$ cat src/rtl/rtc_core_p.sv
// Time-of-day core: BCD hour/min/sec with prescaler, 12/24 h display, set stepping,
// minute-resolution alarm and day-rollover strobe.
module rtc_core_p #(
    parameter int CLK_PER_SEC = 1,
    parameter int RST_HOUR    = 0,
    parameter int RST_MIN     = 0
) (
    input  logic       clk,
    input  logic       sys_rst_p,
    input  logic       tick_en,
    input  logic       mode_12h,
    input  logic       set_time,
    input  logic       set_hour,
    input  logic       set_min,
    input  logic       set_dec,
    input  logic       alarm_en,
    input  logic [7:0] alarm_hour,
    input  logic [7:0] alarm_min,
    input  logic       alarm_ack,
    output logic [7:0] hour,
    output logic [7:0] min,
    output logic [7:0] sec,
    output logic       pm,
    output logic       sec_tick,
    output logic       day_tick,
    output logic       alarm
);

    localparam int            PW           = (CLK_PER_SEC > 1) ? $clog2(CLK_PER_SEC) : 1;
    localparam logic [PW-1:0] PRESC_MAX    = PW'(CLK_PER_SEC - 1);
    localparam logic [7:0]    RST_HOUR_BCD = 8'(((RST_HOUR / 10) * 16) + (RST_HOUR % 10));
    localparam logic [7:0]    RST_MIN_BCD  = 8'(((RST_MIN / 10) * 16) + (RST_MIN % 10));
    localparam logic [7:0]    HOUR_MAX     = 8'h23;
    localparam logic [7:0]    MS_MAX       = 8'h59;

    logic [PW-1:0] presc;
    logic [7:0]    hour24;
    logic [7:0]    min_q;
    logic [7:0]    sec_q;
    logic          set_time_d;
    logic          alarm_q;
    logic          day_q;

    logic          sec_wrap;
    logic          min_wrap;
    logic [7:0]    sec_nxt;
    logic [7:0]    min_nxt;
    logic [7:0]    hour_nxt;
    logic          alarm_valid;
    logic          alarm_hit;
    logic          day_end;

    // BCD +1 with wrap from max_v back to 00
    function automatic logic [7:0] bcd_inc(input logic [7:0] v, input logic [7:0] max_v);
        if (v == max_v)
            return 8'h00;
        else if (v[3:0] == 4'd9)
            return {v[7:4] + 4'd1, 4'd0};
        else
            return {v[7:4], v[3:0] + 4'd1};
    endfunction

    // BCD -1 with wrap from 00 up to max_v
    function automatic logic [7:0] bcd_dec(input logic [7:0] v, input logic [7:0] max_v);
        if (v == 8'h00)
            return max_v;
        else if (v[3:0] == 4'd0)
            return {v[7:4] - 4'd1, 4'd9};
        else
            return {v[7:4], v[3:0] - 4'd1};
    endfunction

    function automatic logic bcd_in_range(input logic [7:0] v, input logic [7:0] max_v);
        return (v[7:4] <= 4'd9) && (v[3:0] <= 4'd9) && (v <= max_v);
    endfunction

    // 24 h BCD hour to 12 h BCD hour: 00 -> 12, 13..23 -> 01..11
    function automatic logic [7:0] to_12h(input logic [7:0] h);
        logic [4:0] bin;
        logic [4:0] b12;
        bin = ({1'b0, h[7:4]} * 5'd10) + {1'b0, h[3:0]};
        b12 = bin - 5'd12;
        if (h == 8'h00)
            return 8'h12;
        else if (bin <= 5'd12)
            return h;
        else if (b12 >= 5'd10)
            return {4'd1, 4'(b12 - 5'd10)};
        else
            return {4'd0, b12[3:0]};
    endfunction

    assign sec_tick = tick_en & ~set_time & (presc == PRESC_MAX);

    assign sec_wrap = (sec_q == MS_MAX);
    assign min_wrap = (min_q == MS_MAX);
    assign sec_nxt  = bcd_inc(sec_q, MS_MAX);
    assign min_nxt  = sec_wrap ? bcd_inc(min_q, MS_MAX) : min_q;
    assign hour_nxt = (sec_wrap && min_wrap) ? bcd_inc(hour24, HOUR_MAX) : hour24;
    assign day_end  = (hour24 == HOUR_MAX) && min_wrap && sec_wrap;

    // Only normal counting can fire the alarm; set stepping never produces sec_tick
    assign alarm_valid = bcd_in_range(alarm_hour, HOUR_MAX) && bcd_in_range(alarm_min, MS_MAX);
    assign alarm_hit   = sec_tick && alarm_en && alarm_valid &&
                         (hour_nxt == alarm_hour) && (min_nxt == alarm_min) &&
                         (sec_nxt == 8'h00);

    always_ff @(posedge clk) begin
        if (sys_rst_p) begin
            presc      <= '0;
            hour24     <= RST_HOUR_BCD;
            min_q      <= RST_MIN_BCD;
            sec_q      <= 8'h00;
            set_time_d <= 1'b0;
            alarm_q    <= 1'b0;
            day_q      <= 1'b0;
        end else begin
            set_time_d <= set_time;
            day_q      <= sec_tick && day_end;

            if (set_time) begin
                presc <= '0;
                if (!set_time_d)
                    sec_q <= 8'h00;
                if (set_hour)
                    hour24 <= set_dec ? bcd_dec(hour24, HOUR_MAX) : bcd_inc(hour24, HOUR_MAX);
                if (set_min)
                    min_q <= set_dec ? bcd_dec(min_q, MS_MAX) : bcd_inc(min_q, MS_MAX);
            end else if (tick_en) begin
                presc <= (presc == PRESC_MAX) ? '0 : presc + PW'(1);
                if (sec_tick) begin
                    sec_q  <= sec_nxt;
                    min_q  <= min_nxt;
                    hour24 <= hour_nxt;
                end
            end

            // A new match outranks acknowledge on the same edge
            if (alarm_hit)
                alarm_q <= 1'b1;
            else if (alarm_ack || !alarm_en)
                alarm_q <= 1'b0;
        end
    end

    assign hour     = mode_12h ? to_12h(hour24) : hour24;
    assign min      = min_q;
    assign sec      = sec_q;
    assign pm       = (hour24 >= 8'h12);
    assign day_tick = day_q;
    assign alarm    = alarm_q;

endmodule

$ cat config.mk
export PLATFORM = sky130hd
export DESIGN_NAME = rtc_core_p
export DESIGN_NICKNAME = d
export VERILOG_FILES = /design/src/rtl/rtc_core_p.sv
export SDC_FILE = /design/constraint.sdc
export NUM_CORES = 1
export LEC_CHECK = 0
export BUFFER_PORTS_ARGS = -buffer_cell sky130_fd_sc_hd__clkbuf_2
export CORE_ASPECT_RATIO = 1.75
export CORE_MARGIN = 2
export CORE_UTILIZATION = 45
export CTS_BUF_LIST = sky130_fd_sc_hd__clkbuf_2
export CTS_CLUSTER_DIAMETER = 60
export DETAILED_ROUTE_END_ITERATION = 7
export PLACE_DENSITY = 0.67
export SYNTH_ARGS = -nofsm -noshare
export SYNTH_HDL_FRONTEND = slang
export SYNTH_SLANG_ARGS = --single-unit
$ cat constraint.sdc
create_clock -name clk -period 4.8 [get_ports clk]
set_clock_uncertainty 0.15 [all_clocks]
set_input_delay 0.96 -clock clk [delete_from_list [all_inputs] [get_ports clk]]
set_output_delay 0.96 -clock clk [all_outputs]
set_load 0.02 [all_outputs]
==> metrics.txt <==
GPL Wtd Cong 0.9589; io pins 54; Clock Latency Late Sink 450 ps; critical-path maximum fanout 8; Cell Area, Placed between 3000 and 4000 sq um; # H-tree levels 1; DR DRC count 0; DIE AREA approximately 8100 sq um; Crit Path Class reg2out; Seq pwr share 0.369; WL/cell between 15 and 20 um; Post-Synthesis Cells between 400 and 500; critical path capture point type primary output; RSZ-0062 raised after global routing no; Synth top area share 0.1638; Int Pwr 0.0003844 W; Setup WS pre-CTS 771.0 ps; final setup violation count 0; PortBufs 53; core area 7182 sq um; Worst Path Arrival 3410 ps; Hold WC Path Type reg2reg; Critical Path Source Type register; hold buffers post-CTS 0; first-pass GRT wire length approximately 16 mm; syn_area_per_cell 7.417 sq um; Die W 68.74 um; Yosys warning total 0; total CTS buffers 3; count of final max-slew check failures 0; Synth area leaders dfxtp_1, ha_1, a21oi_1, xnor2_1, nand2_1; Root Buffer clkbuf_2; 1st-iter DRT viols 244; EDFF count, synth 0; Distinct cells, synth 76; switching share of power 0.4524; Fillers 750; Clock power frac 0.166; footprint of the multi-input gates 2540 sq um; vias in the first global route 3379; Setup Total Neg Slack 0 ps; Max VDD drop about 0.12 mV; nets approximately 540; antenna violations before repair 1; vias 3484; P_leak around 1.5 nW; Syn Nets 497; Finished Layout Cells 570; Antenna Nets Post-Route 0; actual slew at the worst max-slew pin 910.7 ps; clk sinks 27; share of cells above drive strength 1 0.1677; Syn-to-layout area delta 9.325%; Psw 0.0003176 W; Comb pwr share 0.465; placed cell count 565; largest net degree at the start of global routing 45; Worst Path Required roughly 3700 ps; Total Wirelength just over 10 mm; Initial Util 0.4596; minimum clock period 4519 ps; final worst-path setup slack 281.1 ps; FF+latch area 541.8 sq um; vias per cell a little over 6; main flop type after synthesis dfxtp_1; Seq/Total Area, Yosys 0.1638; dpl hpwl 7.963 mm; gr usage total 0.2685; CTS clk-pin slew, worst paths 370 ps; outcome finished clean; mapped cell area 3301 sq um; CTS tree built; TritonRoute pass-1 iters 4; clk buf depth 2; grt total ovfl 0; #FFs+latches synth 27; Final Hold Fails 0; commonest cells after routing, fill and taps aside clkbuf_2, nand2_1, a21oi_1; most common cell after layout, fill and taps aside clkbuf_2; Std-Cell Rows 41; fin crit share 0.9414; cell taking the most area after synthesis dfxtp_1; Max Cap Viol 0; fin area 3608 sq um; Slew Limit Headroom 0.3846; Post-synth ARST share 0; pwr/cell area 194.5 nW/um^2; fmax ~0.22 GHz; Die Ht 117.3 um
through the flow:
stage / power, W / hold slack (ps) / utilization
final: 0.0007019 / 376.6 / 0.5024
after global routing: 0.0007456 / 403.8 / 0.5024
after CTS: 0.0007008 / 375.0 / 0.5019
after detailed placement: 0.0005854 / 347.1 / 0.4986
after global placement: 0.0005793 / 336.5 / 0.4986
after floorplan: 0.0004936 / 339.6 / -
Yosys cell counts, drive strengths merged, types with 3 or more instances:
| cell type | number |
|---|---|
| nand2 | 46 |
| a21oi | 42 |
| nor2 | 34 |
| o21ai | 33 |
| dfxtp | 27 |
| ha | 25 |
| inv | 24 |
| xnor2 | 23 |
| clkbuf | 17 |
| nand3 | 14 |
| nor3 | 13 |
| o211ai | 13 |
| nand3b | 8 |
| nor4 | 8 |
| xor2 | 8 |
| a31oi | 7 |
| buf | 7 |
| mux2i | 7 |
| a21o | 6 |
| nand4 | 6 |
| nand2b | 5 |
| nor2b | 5 |
| and2 | 4 |
| and3 | 4 |
| and3b | 4 |
| a211oi | 3 |
| a22oi | 3 |
| nor4b | 3 |
| o22ai | 3 |
| o31ai | 3 |
flip-flops by register name (all words and copies together) (netlist names):
name / cells
min: 8
hour24: 8
day_tick: 1
sec: 8
alarm: 1
set_time_d: 1
cells by family (layout without fill, tap and decap cells):
group | count (synthesis) | after routing | share of synthesized area
compound gates | 138 | 138 | 0.2669
xor+xnor | 32 | 32 | 0.08908
fa+ha+maj | 26 | 26 | 0.1008
buf+inv | 48 | 86 | 0.06672
flops | 27 | 27 | 0.1638
mux | 8 | 8 | 0.02464
other cells | 0 | 1 | 0
simple gates | 166 | 166 | 0.2881
area by class of cell:
class	instances	area share
inverters	24	0.02497
well taps	86	0.02982
diodes	1	0.0006935
clock buffers	3	0.004161
flip-flops and latches	27	0.1501
clock inverters	1	0.002427
repair buffers	58	0.08391
multi-input cells	370	0.7039
path summary, 6_finish.rpt:
check	slack, ps	startpoint	endpoint	cells after the start
max	280	hour24[5]	hour[2]	10
min	380	alarm	alarm	2
max reg2reg	1780	min[0]	alarm	8
min reg2reg	380	alarm	alarm	2
metal layers:
metal | routed length [um] | up-vias | track usage
li1 | - | 1698 | -
met1 | 3902 | 1631 | 0.2835
met2 | 5478 | 112 | 0.5019
met3 | 335 | 43 | 0.01912
met4 | 545 | 0 | 0.1503
met5 | 0 | - | 0
timing repair:
item	CTS	global route
gates resized for setup	0	1
endpoints found under the hold margin	0	0
setup endpoints to repair	0	1
buffers inserted	0	0
power by group through the flow:
stage	Clock, W	Sequential (W)	Combinational (W)
finish	0.000117	0.000259	0.000326
global route	0.000120	0.000262	0.000363
CTS	0.000117	0.000258	0.000326
detailed placement	0	0.000262	0.000323
global placement	0	0.000261	0.000318
floorplan	0	0.000261	0.000233
worst max-delay path, stage by stage (launching register included):
cell,delay (ps)
dfxtp_1,550
inv_1,220
fa_1,450
xor2_1,240
inv_1,80
ha_1,180
xnor3_1,380
nor3_2,300
a211oi_1,130
a221oi_1,210
clkbuf_2,210
No activity file was read; power rests on OpenSTA's default activity.
